--- config.mk ---
export PLATFORM = sky130hd
export DESIGN_NAME = uart_rx_byte
export DESIGN_NICKNAME = d
export VERILOG_FILES = /design/src/rtl/uart_rx_byte.sv
export SDC_FILE = /design/constraint.sdc
export NUM_CORES = 1
export LEC_CHECK = 0
export CAP_MARGIN = 0
export CORE_ASPECT_RATIO = 0.7
export CORE_MARGIN = 8
export CORE_UTILIZATION = 54
export CTS_BUF_LIST = sky130_fd_sc_hd__clkbuf_2
export CTS_CLUSTER_SIZE = 20
export DETAILED_ROUTE_END_ITERATION = 8
export PLACE_DENSITY = 0.79
export SYNTH_ARGS = -nofsm -noshare
export SYNTH_HDL_FRONTEND = slang
export SYNTH_SLANG_ARGS = --single-unit
--- constraint.sdc ---
create_clock -name clk -period 2.05 [get_ports clk]
set_input_delay 0.41 -clock clk [delete_from_list [all_inputs] [get_ports clk]]
set_output_delay 0.41 -clock clk [all_outputs]
set_load 0.01 [all_outputs]
--- src/rtl/uart_rx_byte.sv ---
// 8N1 UART receiver with valid/ready byte output, framing-error and overrun pulses.
// Optional even-parity frame (8E1) when UART_RX_PARITY_EN is defined.
module uart_rx_byte #(
    parameter int CLKS_PER_BIT = 87,
    parameter int CNT_W        = 16
) (
    input  logic       clk,
    input  logic       rst,
    input  logic       ce,
    input  logic       rx,
    output logic [7:0] dout,
    output logic       dout_valid,
    input  logic       dout_ready,
    output logic       busy,
    output logic       framing_err,
    output logic       overrun,
    output logic       parity_err
);
    localparam logic [CNT_W-1:0] HALF_M1 = CNT_W'(CLKS_PER_BIT / 2 - 1);
    localparam logic [CNT_W-1:0] FULL_M1 = CNT_W'(CLKS_PER_BIT - 1);

`ifdef UART_RX_PARITY_EN
    typedef enum logic [2:0] {S_IDLE, S_START, S_DATA, S_PARITY, S_STOP, S_BREAK} state_t;
`else
    typedef enum logic [2:0] {S_IDLE, S_START, S_DATA, S_STOP, S_BREAK} state_t;
`endif

    state_t           state_q, state_d;
    logic [CNT_W-1:0] cnt_q, cnt_d;
    logic [2:0]       idx_q, idx_d;
    logic [7:0]       shift_q, shift_d;
    logic [7:0]       dout_q, dout_d;
    logic             valid_q, valid_d;
    logic             fe_q, fe_d;
    logic             ov_q, ov_d;
    logic             rx_meta_q, rx_s_q;
    logic             xfer;
`ifdef UART_RX_PARITY_EN
    logic             par_q, par_d;
    logic             pe_q, pe_d;
`endif

    assign xfer = valid_q & dout_ready;

    always_comb begin
        state_d = state_q;
        cnt_d   = cnt_q;
        idx_d   = idx_q;
        shift_d = shift_q;
        dout_d  = dout_q;
        valid_d = valid_q;
        fe_d    = 1'b0;
        ov_d    = 1'b0;
`ifdef UART_RX_PARITY_EN
        par_d   = par_q;
        pe_d    = 1'b0;
`endif
        if (xfer) valid_d = 1'b0;

        case (state_q)
            S_IDLE: begin
                if (!rx_s_q) begin
                    state_d = S_START;
                    cnt_d   = '0;
                end
            end
            S_START: begin
                // Mid-start-bit check rejects glitches shorter than half a bit.
                if (cnt_q == HALF_M1) begin
                    cnt_d = '0;
                    idx_d = '0;
                    state_d = rx_s_q ? S_IDLE : S_DATA;
                end else begin
                    cnt_d = cnt_q + 1'b1;
                end
            end
            S_DATA: begin
                if (cnt_q == FULL_M1) begin
                    shift_d[idx_q] = rx_s_q;
                    cnt_d = '0;
                    idx_d = idx_q + 3'd1;
`ifdef UART_RX_PARITY_EN
                    if (idx_q == 3'd7) state_d = S_PARITY;
`else
                    if (idx_q == 3'd7) state_d = S_STOP;
`endif
                end else begin
                    cnt_d = cnt_q + 1'b1;
                end
            end
`ifdef UART_RX_PARITY_EN
            S_PARITY: begin
                if (cnt_q == FULL_M1) begin
                    par_d   = rx_s_q;
                    cnt_d   = '0;
                    state_d = S_STOP;
                end else begin
                    cnt_d = cnt_q + 1'b1;
                end
            end
`endif
            S_STOP: begin
                if (cnt_q == FULL_M1) begin
                    cnt_d = '0;
                    if (rx_s_q) begin
                        state_d = S_IDLE;
                        // A byte may load into the slot being consumed this cycle.
                        if (!valid_q || xfer) begin
                            dout_d  = shift_q;
                            valid_d = 1'b1;
                        end else begin
                            ov_d = 1'b1;
                        end
`ifdef UART_RX_PARITY_EN
                        pe_d = par_q ^ (^shift_q);
`endif
                    end else begin
                        state_d = S_BREAK;
                        fe_d    = 1'b1;
                    end
                end else begin
                    cnt_d = cnt_q + 1'b1;
                end
            end
            S_BREAK: begin
                if (rx_s_q) state_d = S_IDLE;
            end
            default: state_d = S_IDLE;
        endcase
    end

    always_ff @(posedge clk or posedge rst) begin
        if (rst) begin
            state_q   <= S_IDLE;
            cnt_q     <= '0;
            idx_q     <= '0;
            shift_q   <= '0;
            dout_q    <= '0;
            valid_q   <= 1'b0;
            fe_q      <= 1'b0;
            ov_q      <= 1'b0;
            rx_meta_q <= 1'b1;
            rx_s_q    <= 1'b1;
`ifdef UART_RX_PARITY_EN
            par_q     <= 1'b0;
            pe_q      <= 1'b0;
`endif
        end else if (ce) begin
            state_q   <= state_d;
            cnt_q     <= cnt_d;
            idx_q     <= idx_d;
            shift_q   <= shift_d;
            dout_q    <= dout_d;
            valid_q   <= valid_d;
            fe_q      <= fe_d;
            ov_q      <= ov_d;
            rx_meta_q <= rx;
            rx_s_q    <= rx_meta_q;
`ifdef UART_RX_PARITY_EN
            par_q     <= par_d;
            pe_q      <= pe_d;
`endif
        end
    end

    assign dout        = dout_q;
    assign dout_valid  = valid_q;
    assign busy        = (state_q != S_IDLE);
    assign framing_err = fe_q;
    assign overrun     = ov_q;
`ifdef UART_RX_PARITY_EN
    assign parity_err  = pe_q;
`else
    assign parity_err  = 1'b0;
`endif
endmodule

==> impl_metrics.yaml, run 1 <==
clocking:
  cts_tree: "yes"
  clock_latency_ns: 0.40
  clk_pin_slew_ns: 0.22
  htree_levels: 2
  root_buffer: "clkbuf_2"
  cts.sinks: 43
  hold_buffers: 0
  cts_max_path_buffers: 2
  cts_buffers: 5
route:
  post_drt_via_cell_ratio: 5.985
  drtIter0Drc: 165
  dr.pass1.iters: 4
  drc_errors: 0
  num_vias: 1981
  wl_mm: 5.738
  drtAntennaViolNets: 0
  routedWlPerCell_um: 17.34
hold_path:
  hold_class: "in -> async"
logic_synthesis:
  synth_area_per_cell_um2: 10.45
  yosysSeqAreaShare_pct: 46.90
  synth-main-ff-cell: "dfrtp_1"
  ys_ff_latch: 43
  syn_nets: 229
  synth_area_mm2: 0.002300
  async_flop_share_pct: 100.0
  synth_edf_count: 0
  yosys_warnings: 0
  synthCells: 220
  synth_cell_types: 47
sta:
  layout_min_cycle_time_ns: 2.026
  tightest_slew_ns: 0.5493
  rsz0062_at_grt: "true"
  fin_skew_ns: 0.03171
  max-slew-margin-rel_pct: 63.15
  fin_crit_sh_pct: 98.85
  setup_viol: 0
  finalHoldViolCount: 0
  fmax_mhz: 493.5
  slew_violations: 0
  holdWs_ns: 0.2501
  finalSetupTns_ns: 0
worst_setup_path:
  crit_arrival_ns: 2.38
  cp-start-kind: "flip-flop"
  worstRegToRegCells: 8
  r2r_start: "state_q[1]$_DFFE_PP0P_"
  path_class: "reg -> reg"
  r2r_end: "cnt_q[15]$_DFFE_PP0P_"
  cp.required_ns: 2.41
  rrSetupSlack_ns: 0.02
  worstPathMaxFanout: 8
  end_kind: "flip-flop"
die:
  die_width_um: 94
  std_cell_rows: 20
  initial_core_util_pct: 54.70
  core_mm2: 0.004204
  die_h_um: 70.60
  io_pins: 18
  dieArea_mm2: 0.006636
placed_design:
  io_buffers: 16
  placed_cells: 316
  hpwl_mm: 3.629
  place_congestion: 0.8817
power:
  peakVddDrop_uv: 523.3
  power_leakage_nw: 1.397
  power_density_mw_per_mm2: 877.4
global_route:
  globalRouteTotalUtil_pct: 15.68
  grt_pass1_wl_mm: 8.404
  grt_max_degree: 30
  antenna_found_initial: 0
  overflow: 0
  grt_pass1_vias: 1762
job:
  drv_cap: 0
cells_and_area:
  fill_cells: 268
  fin_nets: 284
  syn2layout_area_growth_pct: 34.77
  layout-drive-gt1-share_pct: 35.51
  num_antenna_cells: 0
  stdcell_count: 331
status:
  run_status: "finished, final reports clean"
==> logic make-up (layout without fill, tap and decap cells) <==
logic type,count (synthesis),after routing,synth area share [%]
simple gates,94,95,22.80
compound gates,39,39,13.22
xor+xnor,1,1,0.3809
buf+inv,16,71,3.590
flops,43,43,46.90
other cells,1,1,0.1631
fa+ha+maj,4,4,2.176
mux,22,22,10.77
==> synthesized netlist by cell type, drive strengths merged (2+ instances only) <==
master / count / area [µm²]
nor2: 16 / 62.56
nor4bb: 3 / 30.03
dfrtp: 41 / 1026
o2bb2ai: 3 / 32.53
o21ai: 10 / 50.04
ha: 4 / 50.05
a21oi: 3 / 15.01
nand3: 6 / 30.03
a22o: 9 / 78.83
nor3: 5 / 25.02
or4: 2 / 18.77
nor3b: 2 / 15.01
nor4: 12 / 87.58
buf: 6 / 45.04
o311ai: 2 / 17.52
nand2b: 7 / 43.79
and3b: 2 / 17.52
nand2: 23 / 86.33
a21o: 5 / 37.54
clkbuf: 4 / 15.01
and3: 4 / 25.02
o31ai: 2 / 15.01
nand4: 6 / 37.54
inv: 6 / 22.52
dfstp: 2 / 52.55
mux2: 22 / 247.7
==> cell type report <==
type                       count  area [µm²]  area share, %
multi-input combinational    162        1348          43.48
sequential                    43        1081          34.88
timing repair buffer          57       515.5          16.63
tap                           55       68.82          2.220
clock inverter                 3       38.79          1.252
clock buffer                   5       25.02         0.8074
inverter                       6       22.52         0.7267
==> metrics by stage <==
stage | utilization, % | setup WS [ns] | area (µm²) | total power, mW
finish | 73.72 | 0.02362 | 3099 | 2.719
global route | 73.72 | -0.06737 | 3099 | 2.862
CTS | 68.90 | -0.006537 | 2897 | 2.453
detailed placement | 65.57 | -0.1358 | 2756 | 1.913
global placement | 65.57 | -0.03944 | 2756 | 1.888
floorplan | - | 0.01128 | 2300 | 1.554
==> worst max-delay path: stages (launching register included) <==
cell and delay, ns:
dfrtp_2 0.45, buf_4 0.17, nor3b_1 0.45, buf_4 0.21, a2bb2oi_4 0.05, buf_12 0.14
buf_6 0.12, nor4b_1 0.27, a21o_1 0.11
==> layer usage <==
layer,GRT usage (%),vias to the layer above,part of all wire [%]
li1,-,923,-
met1,22.62,954,45
met2,22.77,91,47
met3,3.066,13,7.0
met4,5.254,0,1.9
met5,0,-,0
==> registers in the layout, indices dropped and copies added, names as in the netlist <==
signal,count
state_q,3
framing_err,1
dout,8
overrun,1
cnt_q,16
dout_valid,1
rx_s_q,1
rx_meta_q,1
idx_q,3
shift_q,8
==> power breakdown <==
part	internal [mW]	switching [mW]
registers	0.930	0.0578
logic	0.576	0.682
clock network	0.201	0.272
==> timing repair <==
item | CTS | global route
gates resized for setup | 11 | 36
endpoints found under the hold margin | 0 | 0
pin swaps | 2 | 15
buffers inserted | 4 | 2
cloned | 0 | 1
endpoints found under the setup margin | 36 | 37
==> worst max-delay path by stage <==
stage	to	slack, ns	startpoint	cells past startpoint
2_1_floorplan	dout[0]$_DFFE_PP0P_	0.01	cnt_q[0]$_DFFE_PP0P_	8
3_3_place_gp	dout[5]$_DFFE_PP0P_	-0.04	cnt_q[0]$_DFFE_PP0P_	7
3_5_place_dp	shift_q[4]$_DFFE_PP0P_	-0.14	cnt_q[0]$_DFFE_PP0P_	6
4_1_cts	state_q[2]$_DFFE_PP0P_	-0.007	cnt_q[0]$_DFFE_PP0P_	8
5_1_grt	cnt_q[13]$_DFFE_PP0P_	-0.07	cnt_q[0]$_DFFE_PP0P_	10
6_report	cnt_q[15]$_DFFE_PP0P_	0.02	state_q[1]$_DFFE_PP0P_	8
==> placed cells by master, fill, tap and decap left out, drive strengths merged, types with 6 or more instances in the layout <==
cell / n
mux2: 22
nand4: 6
o21ai: 10
buf: 41
clkdlybuf4s50: 15
dfrtp: 41
nor2: 17
nand2b: 7
nand2: 23
nor4: 12
a22o: 9
nand3: 6
Note: power is estimated with default switching activity, not from simulation.
==> run 2, diff against run 1 <==
--- a/config.mk
+++ b/config.mk
@@ -5,7 +5,7 @@
 export SDC_FILE = /design/constraint.sdc
 export NUM_CORES = 1
 export LEC_CHECK = 0
-export CAP_MARGIN = 0
+export CAP_MARGIN = 20
 export CORE_ASPECT_RATIO = 0.7
 export CORE_MARGIN = 8
 export CORE_UTILIZATION = 54
==> results of run 2 <==
Final layout, timing and power as in run 1 (identical DEF).
